`src/rtl/mem_port_arbiter.sv`:
```
// mem_port_arbiter
//   Shares one single-port, variable-latency memory between the CPU's
//   instruction fetch (IF stage) and data access (MEM stage). Each access is
//   sequenced with a req/ack handshake, and the comb stall outputs freeze the
//   pipeline until the access completes. Data access has fixed priority over
//   fetch. An optional timeout recovers from a memory that never acks.
//
// Parameters
//   ADDR_W, DATA_W   address / data width
//   TIMEOUT_CYCLES   max request cycles without ack (0 disables the timeout)
//
// Ports
//   clk_i, rst_i                 clock, synchronous active-high reset
//   if_req_i, if_addr_i          fetch request and PC
//   if_rdata_o, if_valid_o       fetched instruction and 1-cycle completion pulse
//   dm_read_i, dm_write_i        load / store request
//   dm_addr_i, dm_wdata_i        data address and store data
//   dm_rdata_o, dm_valid_o       load data and 1-cycle completion pulse
//   mem_req_o, mem_we_o          memory request (held until ack) and write enable
//   mem_addr_o, mem_wdata_o      registered memory address / write data
//   mem_ack_i, mem_rdata_i       memory completion and read data (same cycle)
//   if_stall_o, stall_mem_o      comb stalls for the IF stage / whole pipeline
//   err_o                        sticky timeout flag
//
// Optional build feature: define ARB_PERF_CNT_EN to add the 32-bit counters
//   fetch_cnt_o, data_cnt_o (completion pulses) and stall_cnt_o (stall cycles).
module mem_port_arbiter #(
  parameter int ADDR_W         = 32,
  parameter int DATA_W         = 32,
  parameter int TIMEOUT_CYCLES = 64
) (
  input  logic              clk_i,
  input  logic              rst_i,
  input  logic              if_req_i,
  input  logic [ADDR_W-1:0] if_addr_i,
  output logic [DATA_W-1:0] if_rdata_o,
  output logic              if_valid_o,
  input  logic              dm_read_i,
  input  logic              dm_write_i,
  input  logic [ADDR_W-1:0] dm_addr_i,
  input  logic [DATA_W-1:0] dm_wdata_i,
  output logic [DATA_W-1:0] dm_rdata_o,
  output logic              dm_valid_o,
  output logic              mem_req_o,
  output logic              mem_we_o,
  output logic [ADDR_W-1:0] mem_addr_o,
  output logic [DATA_W-1:0] mem_wdata_o,
  input  logic              mem_ack_i,
  input  logic [DATA_W-1:0] mem_rdata_i,
  output logic              if_stall_o,
  output logic              stall_mem_o,
  output logic              err_o
`ifdef ARB_PERF_CNT_EN
  ,
  output logic [31:0]       fetch_cnt_o,
  output logic [31:0]       data_cnt_o,
  output logic [31:0]       stall_cnt_o
`endif
);

  // Counter only needs to reach TIMEOUT_CYCLES-1; the expiring cycle is
  // detected by comparison rather than by counting one further.
  localparam int CNT_W = (TIMEOUT_CYCLES > 1) ? $clog2(TIMEOUT_CYCLES) : 1;
  localparam logic [CNT_W-1:0]  TMO_LAST = (TIMEOUT_CYCLES > 0) ? CNT_W'(TIMEOUT_CYCLES - 1) : '0;
  localparam logic [DATA_W-1:0] RD_FILL  = DATA_W'(32'hDEADBEEF);

  typedef enum logic [1:0] {IDLE, FETCH, DATA, RESP} state_t;

  state_t            state_q;
  logic              if_valid_q, dm_valid_q, mem_req_q, mem_we_q, err_q;
  logic [DATA_W-1:0] if_rdata_q, dm_rdata_q, mem_wdata_q;
  logic [ADDR_W-1:0] mem_addr_q;
  logic [CNT_W-1:0]  tmo_cnt_q;
  logic              data_pend;
  logic              tmo_hit;

  assign data_pend = dm_read_i | dm_write_i;
  assign tmo_hit   = (TIMEOUT_CYCLES > 0) && (tmo_cnt_q == TMO_LAST);

  always_ff @(posedge clk_i) begin
    if (rst_i) begin
      state_q     <= IDLE;
      if_valid_q  <= 1'b0;
      dm_valid_q  <= 1'b0;
      mem_req_q   <= 1'b0;
      mem_we_q    <= 1'b0;
      err_q       <= 1'b0;
      if_rdata_q  <= '0;
      dm_rdata_q  <= '0;
      mem_wdata_q <= '0;
      mem_addr_q  <= '0;
      tmo_cnt_q   <= '0;
    end else begin
      case (state_q)
        IDLE: begin
          tmo_cnt_q <= '0;
          // A stalled MEM stage blocks the whole pipeline, so data goes first.
          if (data_pend) begin
            state_q     <= DATA;
            mem_req_q   <= 1'b1;
            mem_we_q    <= dm_write_i;
            mem_addr_q  <= dm_addr_i;
            mem_wdata_q <= dm_wdata_i;
          end else if (if_req_i) begin
            state_q    <= FETCH;
            mem_req_q  <= 1'b1;
            mem_we_q   <= 1'b0;
            mem_addr_q <= if_addr_i;
          end
        end
        FETCH, DATA: begin
          // Ack beats a simultaneous timeout.
          if (mem_ack_i || tmo_hit) begin
            state_q   <= RESP;
            mem_req_q <= 1'b0;
            if (!mem_ack_i) begin
              err_q <= 1'b1;
            end
            if (state_q == FETCH) begin
              if_rdata_q <= mem_ack_i ? mem_rdata_i : RD_FILL;
              if_valid_q <= 1'b1;
            end else begin
              if (!mem_we_q) begin
                dm_rdata_q <= mem_ack_i ? mem_rdata_i : RD_FILL;
              end
              dm_valid_q <= 1'b1;
            end
          end else begin
            tmo_cnt_q <= tmo_cnt_q + 1'b1;
          end
        end
        RESP: begin
          // Request lines still belong to the completing instruction here,
          // so no grant is made in this cycle.
          if_valid_q <= 1'b0;
          dm_valid_q <= 1'b0;
          state_q    <= IDLE;
        end
        default: state_q <= IDLE;
      endcase
    end
  end

  assign if_rdata_o  = if_rdata_q;
  assign if_valid_o  = if_valid_q;
  assign dm_rdata_o  = dm_rdata_q;
  assign dm_valid_o  = dm_valid_q;
  assign mem_req_o   = mem_req_q;
  assign mem_we_o    = mem_we_q;
  assign mem_addr_o  = mem_addr_q;
  assign mem_wdata_o = mem_wdata_q;
  assign err_o       = err_q;

  // The completion pulse releases the stall in the same cycle it appears.
  assign if_stall_o  = if_req_i & ~if_valid_q;
  assign stall_mem_o = data_pend & ~dm_valid_q;

`ifdef ARB_PERF_CNT_EN
  logic [31:0] fetch_cnt_q, data_cnt_q, stall_cnt_q;

  always_ff @(posedge clk_i) begin
    if (rst_i) begin
      fetch_cnt_q <= '0;
      data_cnt_q  <= '0;
      stall_cnt_q <= '0;
    end else begin
      if (if_valid_q) begin
        fetch_cnt_q <= fetch_cnt_q + 32'd1;
      end
      if (dm_valid_q) begin
        data_cnt_q <= data_cnt_q + 32'd1;
      end
      if (if_stall_o | stall_mem_o) begin
        stall_cnt_q <= stall_cnt_q + 32'd1;
      end
    end
  end

  assign fetch_cnt_o = fetch_cnt_q;
  assign data_cnt_o  = data_cnt_q;
  assign stall_cnt_o = stall_cnt_q;
`endif

endmodule

```
`config.mk`:
```
export PLATFORM = sky130hd
export DESIGN_NAME = mem_port_arbiter
export DESIGN_NICKNAME = d
export VERILOG_FILES = /design/src/rtl/mem_port_arbiter.sv
export SDC_FILE = /design/constraint.sdc
export NUM_CORES = 1
export LEC_CHECK = 0
export ABC_AREA = 1
export CAP_MARGIN = 20
export CORE_ASPECT_RATIO = 1.25
export CORE_UTILIZATION = 46
export CTS_BUF_LIST = sky130_fd_sc_hd__clkbuf_2 sky130_fd_sc_hd__clkbuf_4 sky130_fd_sc_hd__clkbuf_8
export DETAILED_ROUTE_END_ITERATION = 8
export GPL_ROUTABILITY_DRIVEN = 1
export GPL_TIMING_DRIVEN = 0
export PLACE_DENSITY = 0.88
export SLEW_MARGIN = 20
export SYNTH_ARGS = -nofsm -noshare
export SYNTH_HDL_FRONTEND = slang
export SYNTH_SLANG_ARGS = --single-unit
```
`constraint.sdc`:
```
create_clock -name clk_i -period 2.8 [get_ports clk_i]
set_input_delay 0.42 -clock clk_i [delete_from_list [all_inputs] [get_ports clk_i]]
set_output_delay 0.42 -clock clk_i [all_outputs]
set_load 0.02 [all_outputs]
```
==> results.ini <==
[finish]
drive_gt1_share_pct = 12.1
mostFrequentLayoutCell = clkdlybuf4s50_1
num-fill-cells = 966
diodes = 0
fin_cells = 1210
finish.instance_area_um2 = 9210
fin_nets = 1168
final_cell_mix = 267 x clkdlybuf4s50_1, 141 x dfxtp_1, 136 x nor2_1
area_delta_synth_final_pct = 55.4

[floorplanning]
die_area_um2 = 13300
placementRows = 46
core_um2 = 12600
die_x_um = 104
dieHeight_um = 129
ioPinCount = 269
start_util_pct = 47.0

[synthesis]
synth.distinct_cells = 30
yosysTopAreaCell = dfxtp_1
yosys_warnings = 0
synth-seq-cells = 141
syn-num-nets = 882
yosys-top-cells-area = dfxtp_1 48%, o21ai_0 9.4%, nor2_1 8.6%, nand2_1 5.6%, o211a_1 5.4%
synth_area_um2 = 5930
synth.yosys.seq_area_share_pct = 47.6
synth_top_area_share_pct = 47.6
avgSynthCellArea_um2 = 7.96
synthCells = 744

[clock_network]
cts_root_buf = clkbuf_8
cts-buffers-inserted = 17
cts_buffer_depth = 2
clk_latency_ns = 0.44
htree_levels = 4
cts_tree = done
cts_hold_buffers = 0
path_clk_slew_ns = 0.07
cts_resized = 0
cts.sinks = 141
post_cts_buffers = 0

[routing]
first_iter_violations = 300
dr.pass1.iters = 5
route.detailed.drc = 0
detail-route-antenna-nets = 0
vias = 6088
routed_wl_um = 17800
vias_per_cell = 5.03
wire_per_inst_um = 14.7

[worst_setup_path]
critPathSlowestCell = clkdlybuf4s50_1
crit_path_end_kind = primary output
crit_fanout = 10
path_cells = clkdlybuf4s50_1 > nor2_2 > buf_2 > nor2_1 > clkdlybuf4s50_1
required_ns = 2.38
start_kind = input port
worst-setup-path-type = input port to primary output
arrival_ns = 2.28
crit_family = buffers and inverters
max_stage_delay_ns = 0.59
path_buf_inv = 3
crit_top_cell = clkdlybuf4s50_1

[sta]
setup_tns_ns = 0
fin_crit_sh_pct = 96.5
fin_ws_ns = 0.0979
fin_skew_ns = 0.0158
worst_slew_pin_slew_ns = 0.620
max_freq_mhz = 370
slew_headroom_pct = 58.7
setup_violations = 0
finalHoldViolCount = 0
rsz0062_at_grt = false
min_period_ns = 2.70
slew_violations = 0

[global_routing]
grt_pass1_vias = 5955
grt_max_degree = 17
overflow = 0
grtUsageTotal_pct = 27.0
grt_pass1_wl_um = 28700
grt_antenna_before_repair = 0

[placed_design]
postPlaceCellArea_um2 = 8810
dp_hpwl_um = 13800
place_ws_ns = 0.113
dp_cells = 1179
io_buffers = 267
gp_congestion = 0.839

[power_and_ir_drop]
p_leak_nw = 3.73
ir_drop_mv = 0.526
power_density_nw_per_um2 = 935

[run_status]
status = complete, no violations

[flow_run]
drv_cap = 0

[hold_path]
min-delay-path-class = flop to flop

## layer usage
metal  vias to the layer above  GRT usage [%]  part of all wire [%]
met3                        32           8.05                   7.4
met5                         -              0                     0
li1                       3028              -                     -
met2                       247           50.1                    52
met1                      2781           28.7                    38
met4                         0           11.2                   2.6
## synthesized netlist by cell type
library cell and count:
dfxtp_1 141, nor2_1 136, o21ai_0 111, nand2_1 89, nand3_1 52, nor2_2 41, clkbuf_1 32, o211a_1 32
a21oi_1 28, or2_2 24, inv_1 16, buf_2 7, buf_6 7, ha_1 4, inv_2 3, o21ai_1 3
buf_12 2, nand2_4 2, nor2_4 2, o21ai_4 2, a21boi_0 1, buf_1 1, buf_4 1, clkinv_1 1
clkinv_2 1, inv_6 1, nand3_4 1, nand4_1 1, o21bai_4 1, xnor2_1 1
## stage by stage
step / power, mW / util, % / hold WS (ns)
finish: 8.61 / 73.1 / 0.465
global route: 9.14 / 73.1 / 0.479
CTS: 8.66 / 73.1 / 0.467
detailed placement: 7.00 / 69.9 / 0.456
global placement: 6.94 / 69.9 / 0.438
floorplan: 5.23 / - / 0.477
## power by group
part | leakage [nW] | total (mW) | switching (mW) | internal, mW
clock | 0.192 | 1.65 | 0.790 | 0.856
sequential | 1.16 | 2.89 | 0.314 | 2.58
combinational | 2.38 | 4.07 | 2.28 | 1.79
## worst reg2reg max path, stage by stage (launching register included)
cell	delay, ns
dfxtp_1	0.39
inv_1	0.06
ha_1	0.35
nand2_1	0.25
clkinv_1	0.35
nand2_4	0.26
inv_6	0.08
buf_12	0.15
nor2_2	0.10
nor2_2	0.04
## sequential cells by signal (all words and copies together) (netlist names)
signal,flops
dm_rdata_o,32
dm_valid_o,1
err_o,1
if_rdata_o,32
if_valid_o,1
mem_addr_o,32
mem_req_o,1
mem_wdata_o,32
mem_we_o,1
state_q,2
tmo_cnt_q,6
## final cells by class
cell class / count / area (µm²) / area share, %
Buffer: 50 / 285 / 3.10
Clock buffer: 20 / 269 / 2.92
Clock inverter: 11 / 134 / 1.45
Inverter: 22 / 88.8 / 0.964
Multi-Input combinational cell: 531 / 2730 / 29.6
Sequential cell: 141 / 2820 / 30.6
Tap cell: 168 / 210 / 2.28
Timing Repair Buffer: 267 / 2670 / 29.0
## final timing paths
| path | startpoint | end | slack, ns | depth (start not counted) |
|---|---|---|---|---|
| worst min-delay path | if_rdata_o[8] | if_rdata_o[8] | 0.46 | 2 |
| worst max-delay path | dm_read_i | stall_mem_o | 0.1 | 5 |
| worst max register to register | state_q[0] | if_rdata_o[7] | 0.65 | 9 |
| worst min register to register | if_rdata_o[8] | if_rdata_o[8] | 0.46 | 2 |
## kinds of logic after synthesis
kind of cell,Yosys count,synth area share (%)
flops,141,47.6
compound gates,178,18.4
fa+ha+maj,4,0.845
xor+xnor,1,0.148
simple gates,348,26.7
buf+inv,72,6.31
Note: power is estimated with default switching activity, not from simulation.
